===== src/rtl/mem_port_arbiter.sv =====
// Round-robin arbiter sharing one word-level memory port among three requesters.
// One whole transaction (request, plus read response) is in flight at a time.
//
// state    | meaning
// S_IDLE   | searching for a requester from the rotating pointer
// S_ISSUE  | captured request presented to memory
// S_WAIT   | read issued, waiting for memory data
// S_RETURN | read data presented to the owning requester
module mem_port_arbiter #(
  parameter int ADDR_WIDTH  = 32,
  parameter int DATA_WIDTH  = 32,
  parameter int NUM_CLIENTS = 3
) (
  input  logic                  CLK,
  input  logic                  RST,

  input  logic                  C0_SEND_ADDR_VALID,
  input  logic [ADDR_WIDTH-1:0] C0_SEND_ADDR,
  input  logic                  C0_SEND_DATA_VALID,
  input  logic [DATA_WIDTH-1:0] C0_SEND_DATA,
  output logic                  C0_SEND_READY,
  output logic                  C0_RECEIVE_VALID,
  output logic [DATA_WIDTH-1:0] C0_RECEIVE_DATA,
  input  logic                  C0_RECEIVE_READY,

  input  logic                  C1_SEND_ADDR_VALID,
  input  logic [ADDR_WIDTH-1:0] C1_SEND_ADDR,
  input  logic                  C1_SEND_DATA_VALID,
  input  logic [DATA_WIDTH-1:0] C1_SEND_DATA,
  output logic                  C1_SEND_READY,
  output logic                  C1_RECEIVE_VALID,
  output logic [DATA_WIDTH-1:0] C1_RECEIVE_DATA,
  input  logic                  C1_RECEIVE_READY,

  input  logic                  C2_SEND_ADDR_VALID,
  input  logic [ADDR_WIDTH-1:0] C2_SEND_ADDR,
  input  logic                  C2_SEND_DATA_VALID,
  input  logic [DATA_WIDTH-1:0] C2_SEND_DATA,
  output logic                  C2_SEND_READY,
  output logic                  C2_RECEIVE_VALID,
  output logic [DATA_WIDTH-1:0] C2_RECEIVE_DATA,
  input  logic                  C2_RECEIVE_READY,

  output logic                  MEM_SEND_ADDR_VALID,
  output logic [ADDR_WIDTH-1:0] MEM_SEND_ADDR,
  output logic                  MEM_SEND_DATA_VALID,
  output logic [DATA_WIDTH-1:0] MEM_SEND_DATA,
  input  logic                  MEM_SEND_READY,
  input  logic                  MEM_RECEIVE_VALID,
  input  logic [DATA_WIDTH-1:0] MEM_RECEIVE_DATA,
  output logic                  MEM_RECEIVE_READY
);

  typedef enum logic [1:0] {
    S_IDLE   = 2'd0,
    S_ISSUE  = 2'd1,
    S_WAIT   = 2'd2,
    S_RETURN = 2'd3
  } state_t;

  state_t                r_state;
  state_t                w_state_nxt;
  logic [1:0]            r_ptr;
  logic [1:0]            r_owner;
  logic [ADDR_WIDTH-1:0] r_addr;
  logic [DATA_WIDTH-1:0] r_wdata;
  logic                  r_wr;
  logic [DATA_WIDTH-1:0] r_rdata;

  logic                  w_req      [NUM_CLIENTS];
  logic                  w_rx_ready [NUM_CLIENTS];
  logic                  w_any;
  logic [1:0]            w_win;
  logic [1:0]            w_idx;
  logic [ADDR_WIDTH-1:0] w_win_addr;
  logic [DATA_WIDTH-1:0] w_win_data;
  logic                  w_win_wr;
  logic                  w_grant_en;
  logic                  w_accept;
  logic                  w_owner_ready;

  function automatic logic [1:0] f_next(input logic [1:0] p);
    return (p == 2'd2) ? 2'd0 : p + 2'd1;
  endfunction

  assign w_req[0]      = C0_SEND_ADDR_VALID;
  assign w_req[1]      = C1_SEND_ADDR_VALID;
  assign w_req[2]      = C2_SEND_ADDR_VALID;
  assign w_rx_ready[0] = C0_RECEIVE_READY;
  assign w_rx_ready[1] = C1_RECEIVE_READY;
  assign w_rx_ready[2] = C2_RECEIVE_READY;

  // Search pointer, pointer+1, pointer+2 (mod 3); first valid requester wins.
  always_comb begin
    w_any = 1'b0;
    w_win = 2'd0;
    w_idx = r_ptr;
    for (int k = 0; k < NUM_CLIENTS; k++) begin
      if (!w_any && w_req[w_idx]) begin
        w_any = 1'b1;
        w_win = w_idx;
      end
      w_idx = f_next(w_idx);
    end
  end

  always_comb begin
    w_win_addr = C0_SEND_ADDR;
    w_win_data = C0_SEND_DATA;
    w_win_wr   = C0_SEND_DATA_VALID;
    case (w_win)
      2'd1: begin
        w_win_addr = C1_SEND_ADDR;
        w_win_data = C1_SEND_DATA;
        w_win_wr   = C1_SEND_DATA_VALID;
      end
      2'd2: begin
        w_win_addr = C2_SEND_ADDR;
        w_win_data = C2_SEND_DATA;
        w_win_wr   = C2_SEND_DATA_VALID;
      end
      default: ;
    endcase
  end

  // Reset holds the state at IDLE, so the grant is also masked by RST itself.
  assign w_grant_en    = (r_state == S_IDLE) && !RST;
  assign w_accept      = w_grant_en && w_any;
  assign w_owner_ready = (r_owner <= 2'd2) ? w_rx_ready[r_owner] : 1'b0;

  always_comb begin
    w_state_nxt = r_state;
    case (r_state)
      S_IDLE: begin
        if (w_any) w_state_nxt = S_ISSUE;
      end
      S_ISSUE: begin
        if (MEM_SEND_READY) w_state_nxt = r_wr ? S_IDLE : S_WAIT;
      end
      S_WAIT: begin
        if (MEM_RECEIVE_VALID) w_state_nxt = S_RETURN;
      end
      S_RETURN: begin
        if (w_owner_ready) w_state_nxt = S_IDLE;
      end
      default: w_state_nxt = S_IDLE;
    endcase
  end

  always_ff @(posedge CLK or posedge RST) begin
    if (RST) begin
      r_state <= S_IDLE;
    end else begin
      r_state <= w_state_nxt;
    end
  end

  always_ff @(posedge CLK or posedge RST) begin
    if (RST) begin
      r_ptr   <= 2'd0;
      r_owner <= 2'd0;
      r_addr  <= '0;
      r_wdata <= '0;
      r_wr    <= 1'b0;
      r_rdata <= '0;
    end else begin
      if (r_state == S_IDLE && w_any) begin
        r_addr  <= w_win_addr;
        r_wdata <= w_win_data;
        r_wr    <= w_win_wr;
        r_owner <= w_win;
        r_ptr   <= f_next(w_win);
      end
      if (r_state == S_WAIT && MEM_RECEIVE_VALID) begin
        r_rdata <= MEM_RECEIVE_DATA;
      end
    end
  end

  assign C0_SEND_READY = w_accept && (w_win == 2'd0);
  assign C1_SEND_READY = w_accept && (w_win == 2'd1);
  assign C2_SEND_READY = w_accept && (w_win == 2'd2);

  // Read data is broadcast; only VALID is qualified by the owner.
  assign C0_RECEIVE_VALID = (r_state == S_RETURN) && (r_owner == 2'd0);
  assign C1_RECEIVE_VALID = (r_state == S_RETURN) && (r_owner == 2'd1);
  assign C2_RECEIVE_VALID = (r_state == S_RETURN) && (r_owner == 2'd2);
  assign C0_RECEIVE_DATA  = r_rdata;
  assign C1_RECEIVE_DATA  = r_rdata;
  assign C2_RECEIVE_DATA  = r_rdata;

  assign MEM_SEND_ADDR_VALID = (r_state == S_ISSUE);
  assign MEM_SEND_DATA_VALID = (r_state == S_ISSUE) && r_wr;
  assign MEM_SEND_ADDR       = r_addr;
  assign MEM_SEND_DATA       = r_wdata;
  assign MEM_RECEIVE_READY   = (r_state == S_WAIT);

endmodule

===== config.mk =====
export PLATFORM = sky130hd
export DESIGN_NAME = mem_port_arbiter
export DESIGN_NICKNAME = d
export VERILOG_FILES = /design/src/rtl/mem_port_arbiter.sv
export SDC_FILE = /design/constraint.sdc
export NUM_CORES = 1
export LEC_CHECK = 0
export BUFFER_PORTS_ARGS = -buffer_cell sky130_fd_sc_hd__buf_2
export CAP_MARGIN = 20
export CORE_AREA = 2 2 158 160
export DETAILED_ROUTE_END_ITERATION = 10
export DIE_AREA = 0 0 160 162
export GPL_TIMING_DRIVEN = 0
export PLACE_DENSITY = 0.59
export SLEW_MARGIN = 20
export SYNTH_ARGS = -nofsm -noshare
export SYNTH_HDL_FRONTEND = slang
export SYNTH_SLANG_ARGS = --single-unit

===== constraint.sdc =====
create_clock -name CLK -period 5.5 [get_ports CLK]
set_input_delay 0.825 -clock CLK [delete_from_list [all_inputs] [get_ports CLK]]
set_output_delay 0.825 -clock CLK [all_outputs]
set_load 0.01 [all_outputs]

; ---- Yosys cells after proc, flatten, opt, wreduce, memory -nomap -nowiden
; Cells that the tools add are included.
[totals]
regBits = 103
input_bits = 237
wordCells = 83
[classes]
addsub = 3
n_lt_le_gt_ge = 5
eq_ne = 13
mux = 31
bitwise = 4
reduce_logical = 20
[op_table]
columns = op, count
row1 = $pmux W32 S2, 2
row2 = $mux W2, 11
row3 = $logic_and A1 B1 Y1, 13
row4 = $eq A2 B2 Y1 const B, 6
row5 = $ge A3 B3 Y1 const B, 4
row6 = $mux W1, 12
row7 = $not A2 Y3, 4
row8 = $bmux W1 S2, 4
row9 = $pmux W2 S4, 1
row10 = $add A2 B1 Y2 const B, 3
row11 = $eq A2 B1 Y1 const B, 3
row12 = $logic_not A2 Y1, 3
row13 = $ne A2 B2 Y1 const B, 3
row14 = $reduce_and A4 Y1, 1
row15 = $logic_not A1 Y1, 3
row16 = $le A2 B2 Y1 const B, 1
row17 = $ne A2 B1 Y1 const B, 1
row18 = $pmux W1 S2, 1

; ---- Depth between registers and ports, before layout
; Gate-level depths: netlist of run 1.
[logic_depth]
word_depth = 13
mapped_depth = 11
mapped_depth_nobuf = 9

; ---- Least setup slack after synthesis of run 1
; Ideal clock, no wire load.
[synth_path]
path_type = input -> output
start = in C2_SEND_ADDR_VALID
end = out C2_SEND_READY
t_arrival_ns = 2.240
t_required_ns = 4.675
path_slack_ns = 2.435
stages = 7
n_path_buf = 2
path_cell_list = a21boi_2 -> o21ai_0 -> inv_1 -> ha_1 -> buf_2 -> buf_2 -> nor3b_1
[synth_via]
elab_chain_cells = 12
word_cells_on_any_way = 22
[synth_rtl]
columns = element, line
row1 = from (decl), 35  ; input logic C2_SEND_ADDR_VALID,
row2 = $bmux W1 S2, 99  ; if (!w_any && w_req[w_idx]) begin
row3 = $mux W1 (implied by the code) (2 in series), 99
row4 = $mux W1, 99
row5 = $logic_not A1 Y1, 99
row6 = $logic_and A1 B1 Y1, 99
row7 = $mux W1, 99
row8 = $logic_not A1 Y1, 99
row9 = $logic_and A1 B1 Y1, 99
row10 = $mux W2 *, 99
row11 = net w_win[1], 73  ; logic [1:0] w_win;
row12 = $eq A2 B2 Y1 *, 182  ; assign C2_SEND_READY = w_accept && (w_win == 2'd2);
row13 = $logic_and A1 B1 Y1 *, 182
row14 = to (decl), 39  ; output logic C2_SEND_READY,
; The timed path passes the listed nets; every way through them passes the cells marked *. The select of a mux whose other input is x is not followed.

; ---- Worst setup path after layout of run 1
[layout_path]
start = in C0_SEND_ADDR_VALID
end = out C1_SEND_READY
[layout_via]
elab_chain_cells = 12
word_cells_on_any_way = 22
[layout_rtl]
columns = element, line
row1 = from (decl), 17  ; input logic C0_SEND_ADDR_VALID,
row2 = $bmux W1 S2, 99
row3 = $mux W1 (implied by the code) (2 in series), 99
row4 = $mux W1, 99
row5 = $logic_not A1 Y1, 99
row6 = $logic_and A1 B1 Y1, 99
row7 = $mux W1, 99
row8 = $logic_not A1 Y1, 99
row9 = $logic_and A1 B1 Y1, 99
row10 = $mux W2 / $mux W1 (equally long branches), 99
row11 = $eq A2 B1 Y1 / $logic_and A1 B1 Y1 (equally long branches), "181, 128"
row12 = $logic_and A1 B1 Y1 *, 181  ; assign C1_SEND_READY = w_accept && (w_win == 2'd1);
row13 = to (decl), 30  ; output logic C1_SEND_READY,
; Every way passes the cells marked *; elsewhere a longest branch is shown, timed or not. The select of a mux whose other input is x is not followed.

==> metrics.txt, run 1 <==
critical-path maximum fanout=10; DRT Pass-1 Iters=5; CTS tree=yes; Hold Crit Depth=2; largest net degree at the start of global routing=63; CTS resizes=0; final max-slew violation count=0; Vias=approximately 5900; Pwr Total=around 4.8 mW; remaining routing DRC violations=0; clk buf depth=2; initial core utilization=0.233; Antenna Nets Post-Route=0; post-CTS setup repair buffer count=0; endpoint class of the critical path=primary output; H-tree depth=3; Mapped Nets=856; fin nets=roughly 1300; fin crit period=3860 ps; design area=8380 um^2; Die H=162 um; most common cell after layout, fill and taps aside=buf_2; Max-Cap Viols=0; CP required=~4700 ps; worst clock skew=9.76 ps; num rows=57; Num Clock Sinks=103; status=complete, no violations; total clock buffers created by CTS=9; Non-Filler Instances=~1400; hold crit path type=register to register; starting DRC count in detailed routing=269; worst-skew pair later-pin latency=about 350 ps; total congestion overflow=0; reg-to-reg critical path startpoint=r_ptr[1]; IO Port Bufs=roughly 410; Yosys reg bits=~100; vias in the first global route=5636; RSZ-0062 raised after global routing=false; area post-placement=8080 um^2; final wirelength=21600 um; final setup margin=approximately 1600 ps; final core occ=0.348; all-layer global routing usage=0.160; cell count after synthesis=614; Final period util=0.702; total core area=24100 um^2; Worst setup SP type=input pin; synthesized cell area=5620 um^2; R2R setup slack=2230 ps; synth top area cells=dfrtp_1 (46%), o21ai_0 (11%), nand2_1 (9.0%); CTS hold repair buffers=0; top cell type's share of synthesized area=0.459; r2r endpoint=MEM_SEND_DATA[11]; hold path endpoint=MEM_SEND_DATA[3]; Crit Path Category=input pin to primary output; HP Start=MEM_SEND_DATA[3]; average wire per standard cell=around 16 um; layout cells sized above 1=0.528; Crit path top cell by count=buf_2; die area=25900 um^2; PwrDens=569 nW/um^2; cell chain of the critical path=buf_2 -> a21oi_1 -> o21ai_0 -> ha_1 -> buf_2 -> buf_2 -> nor3b_1 -> buf_2; worst r2r path cells=8; initial antenna violation count=0; clock transition at the registers of the reported paths=70 ps; count of final setup violators=0; Critical Path Max Stage Delay=570 ps; Synth Area per Inst=around 9.1 um^2; n_diodes=0; first-pass GRT wire length=31900 um; actual slew at the worst max-slew pin=741 ps; Fin. Hold Viols=0; Max Clock Freq=about 260 MHz; Leak Pwr=about 4.4 nW; num ports=between 400 and 500; Hold Slack=475 ps; Max IR drop VDD=0.195 mV; Area Overhead vs Synth=49.3%; most frequent cells in the layout=buf_2 (422), nand2_1 (134), o21ai_0 (125); Setup TNS=0 ps; synth warn=0; sequential area share after synthesis=0.459; Slew HR=0.506; post-synth top area cell=dfrtp_1; Die W=160 um; detailed placement HPWL=17500 um; Setup WS pre-CTS=1640 ps; vias per std cell=4.35; Yosys cell types=30; CTS root buffer=clkbuf_16; data arrival time of the worst path=~3000 ps; DP Cell Count=between 1000 and 1500; RD Place Congestion=0.848; Worst path slowest cell=o21ai_0
-- report_power, final --
part           total [mW]  internal [mW]  switching, mW
Clock               0.675          0.361          0.315
Sequential           1.41           1.13          0.282
Combinational        2.68           1.23           1.45
Total                4.77           2.72           2.05
-- area by class of cell --
type / instances / area, um^2
plain buffers: 110 / 722
multi-input cells: 394 / 2290
inverters: 7 / 31.3
flip-flops and latches: 103 / 2580
well taps: 324 / 405
repair buffers: 406 / 2050
clock buffers: 9 / 225
clock inverters: 7 / 77.6
fillers: 2561 / 15700
-- how the worst max path moves through the flow --
stage	startpoint	endpoint	cells after the start
6_report	C0_SEND_ADDR_VALID	C1_SEND_READY	8
5_1_grt	C0_SEND_ADDR_VALID	C1_SEND_READY	8
4_1_cts	C0_SEND_ADDR_VALID	C1_SEND_READY	8
3_5_place_dp	C2_SEND_ADDR_VALID	MEM_SEND_DATA[14]	9
3_3_place_gp	RST	MEM_SEND_ADDR[28]	2
2_1_floorplan	RST	C0_RECEIVE_DATA[0]	1
-- worst max-delay path: cells and delay by family --
kind / cells / cell delay [ps]
AND/OR/NAND/NOR: 1 / 310
AO/OA/AOI/OAI: 2 / 650
buffers and inverters: 4 / 910
adder cells (fa/ha/maj): 1 / 320
-- registers in the layout, summed over array words and instances, names as in the netlist, named ones only --
name and flops:
C0_RECEIVE_DATA 32, MEM_SEND_ADDR 32, MEM_SEND_DATA 32, r_owner 2, r_ptr 2, r_state 1, r_wr 1
-- cell families after synthesis --
| logic type | Yosys count | synth area share |
|---|---|---|
| AO/OA/AOI/OAI | 206 | 0.217 |
| AND/OR/NAND/NOR | 147 | 0.105 |
| buffers and inverters | 117 | 0.133 |
| flip-flops | 103 | 0.459 |
| multiplexers | 36 | 0.0740 |
| adder cells (fa/ha/maj) | 5 | 0.0111 |
-- cells in the mapped netlist --
| cell type | n |
|---|---|
| dfrtp_1 | 103 |
| o211ai_1 | 1 |
| a31oi_1 | 2 |
| nor3_1 | 2 |
| buf_4 | 64 |
| mux4_2 | 1 |
| and2_1 | 1 |
| a22oi_1 | 65 |
| clkbuf_2 | 2 |
| inv_1 | 7 |
| nand2_2 | 1 |
| o21ai_0 | 125 |
| a21oi_1 | 2 |
| o21ai_1 | 9 |
| nor2b_1 | 1 |
| nand2_1 | 134 |
| nor2_2 | 1 |
| nand3b_1 | 1 |
| buf_6 | 6 |
| o31ai_4 | 1 |
| and2b_1 | 1 |
| buf_2 | 17 |
| mux2_2 | 30 |
| mux2_1 | 4 |
| mux2i_1 | 1 |
| buf_1 | 1 |
| ha_1 | 5 |
| a21boi_2 | 1 |
| clkbuf_1 | 20 |
| nor3b_1 | 5 |
-- metal layers --
layer  track usage  share of wire
met4        0.0401          0.016
met3        0.0370          0.067
met2         0.293           0.51
met5             0              0
met1         0.190           0.40
(Power assumes the default switching activity.)
==> run 2: changes to the inputs <==
CORE_AREA = 2 2 156 158   (was 2 2 158 160)
DIE_AREA = 0 0 158 160   (was 0 0 160 162)
PLACE_DENSITY = 0.6   (was 0.59)
clock period = 3.8 ns   (was 5.5 ns; I/O delays follow)
==> run 2 against run 1 <==
Effect of this change: combinational power is 45% higher; cell count hardly changed; sequential share of layout area hardly changed; utilization is 0.36 points higher; total power is 44% higher; sequential power is 44% higher; clock power is 38% higher; routed wire length is 0.38% lower; clock-buffer cell count stayed put; non-clock buffer count stayed put; critical path type is now register to primary output; highest routed layer is now met5.
==> metrics.txt, run 2 (synthesized netlist as in run 1, its figures left out) <==
remaining routing DRC violations=0 (unchanged); die area=25300 um^2 (-2.5%); detailed placement HPWL=17300 um (-1.0%); clk buf depth=2 (unchanged); post-CTS setup repair buffer count=0 (unchanged); CTS resizes=0 (unchanged); Area Overhead vs Synth=49.1%; initial core utilization=0.236 (+0.00279); initial antenna violation count=2 (+2); Max IR drop VDD=0.254 mV (+30%); final core occ=0.351 (+0.00364); worst-skew pair later-pin latency=360 ps (about the same); CTS root buffer=clkbuf_16; average wire per standard cell=15.8 um (-0.46%); Leak Pwr=4.40 nW (-0.19%); most common cell after layout, fill and taps aside=buf_2; Switching Fraction=0.434 (+0.00423); CTS hold repair buffers=0 (unchanged); Num Clock Sinks=103 (unchanged); Fin. Hold Viols=0 (unchanged); DRT Pass-1 Iters=5 (unchanged); fin nets=1273 (unchanged); FILL cells=2567 (+0.23%); total congestion overflow=0 (unchanged); worst clock skew=14.1 ps (+4.38 ps); first-pass GRT wire length=31300 um (-1.9%); actual slew at the worst max-slew pin=680 ps (-60.3 ps); total clock buffers created by CTS=9 (unchanged); Vias=5948 (+0.47%); critical-path maximum fanout=10 (unchanged); vias per std cell=4.37 (+0.40%); CTS tree=yes; Final period util=0.872; num rows=57 (unchanged); RSZ-0062 raised after global routing=false; Flop pwr share=0.296 (about the same); H-tree depth=3 (unchanged); count of final setup violators=0 (unchanged); Crit path top cell by count=buf_2; layout cells sized above 1=0.528 (unchanged); design area=8370 um^2 (-0.15%); most frequent cells in the layout=buf_2 (422), nand2_1 (134), o21ai_0 (125); final max-slew violation count=0 (unchanged); Clock Power Share=0.136 (-0.006); Slew HR=0.542 (+0.0354); Comb pwr share=0.567 (+0.004); fin crit period=between 3000 and 4000 ps; clock transition at the registers of the reported paths=80 ps (about the same); Worst path slowest cell=o21ai_0; area post-placement=8080 um^2 (unchanged); Max-Cap Viols=0 (unchanged); final wirelength=21600 um (-0.38%); total core area=23800 um^2 (-1.2%); Sw Pwr=2.97 mW (+45%); cell chain of the critical path=inv_1 -> a21oi_1 -> o21ai_0 -> ha_1 -> buf_2 -> buf_2 -> nor3b_1 -> buf_2; CP required=3230 ps (-1450 ps); status=complete, no violations; data arrival time of the worst path=2740 ps (-290 ps); PwrDens=818 nW/um^2 (+44%); Die H=160 um (-1.2%); Worst setup SP type=register; Max Clock Freq=302 MHz; starting DRC count in detailed routing=290 (+7.8%); endpoint class of the critical path=primary output; vias in the first global route=5689 (+0.94%); Critical Path Max Stage Delay=540 ps (-30 ps); Die W=158 um (-1.3%); Power Internal=3.87 mW (+43%); RD Place Congestion=0.856 (+0.91%); hold crit path type=input pin to asynchronous set/reset pin; all-layer global routing usage=0.162 (+0.00190); IO Port Bufs=405 (unchanged); num ports=406 (unchanged); largest net degree at the start of global routing=74 (+17%); Crit Path Category=register to primary output; Antenna Nets Post-Route=0 (unchanged)
==> run 2: changes by cell type in the layout (fill, tap and decap cells not counted) <==
cell	delta
clkinv_4	+2
bufinv_16	-1
clkinv_2	-1
diode_2	+1
inv_6	-1
inv_8	+1
==> run 2: area by class of cell <==
type	count	area (um^2)	area share
clock buffers	9	225	0.0269
multi-input cells	394	2290	0.274
clock inverters	7	62.6	0.00747
diodes	1	2.50	0.000299
well taps	324	405	0.0484
inverters	7	31.3	0.00374
repair buffers	406	2050	0.245
flip-flops and latches	103	2580	0.308
plain buffers	110	722	0.0862
==> run 2: path summary, 6_finish.rpt <==
path                                 startpoint                  end  slack, ps  cells past startpoint
hold / removal                              RST    MEM_SEND_DATA[19]        210                      2
setup / recovery                       r_ptr[0]        C1_SEND_READY        490                      8
max in group asynchronous                   RST    MEM_SEND_DATA[14]       2870                      3
min in group CLK           MEM_RECEIVE_DATA[23]  C0_RECEIVE_DATA[23]        420                      2
hold reg to reg                MEM_SEND_ADDR[9]     MEM_SEND_ADDR[9]        470                      2
setup reg to reg                       r_ptr[1]    MEM_SEND_DATA[11]        670                      8
==> run 2: stage by stage <==
| stage | setup TNS, ps | power (mW) | instances | hold WS, ps | setup WS (ps) |
|---|---|---|---|---|---|
| after global placement | -103610 | 5.92 | 1343 | 456 | -1020 |
| after floorplan | 0 | 4.34 | 614 | 463 | 526 |
| after detailed placement | 0 | 6.00 | 1344 | 465 | 282 |
| after CTS | 0 | 6.97 | 1360 | 198 | 483 |
| after global routing | 0 | 7.43 | 1360 | 217 | 314 |
| final | 0 | 6.85 | 1361 | 207 | 487 |
==> run 2: per-layer routing <==
layer  vias to the layer above  share of wire  track usage
met5                         -        0.00042            0
met4                         2          0.012       0.0397
met3                        23          0.071       0.0369
met2                       268           0.50        0.292
met1                      2749           0.41        0.194
li1                       2906              -            -
==> run 2: power groups by stage <==
stage / combinational, mW / sequential, mW / clock (mW)
global route: 4.31 / 2.11 / 1.02
CTS: 3.95 / 2.04 / 0.982
detailed placement: 3.95 / 2.05 / 0
floorplan: 2.12 / 2.22 / 0
global placement: 3.89 / 2.03 / 0
finish: 3.88 / 2.03 / 0.934
==> run 2: critical path: cells and delay by family, from the launching register on <==
family / cells / cell delay (ps)
DFF: 1 / 420
AOI/OAI and AO/OA: 2 / 590
adders and majority gates: 1 / 330
and+or+nand+nor: 1 / 190
buffers and inverters: 4 / 850
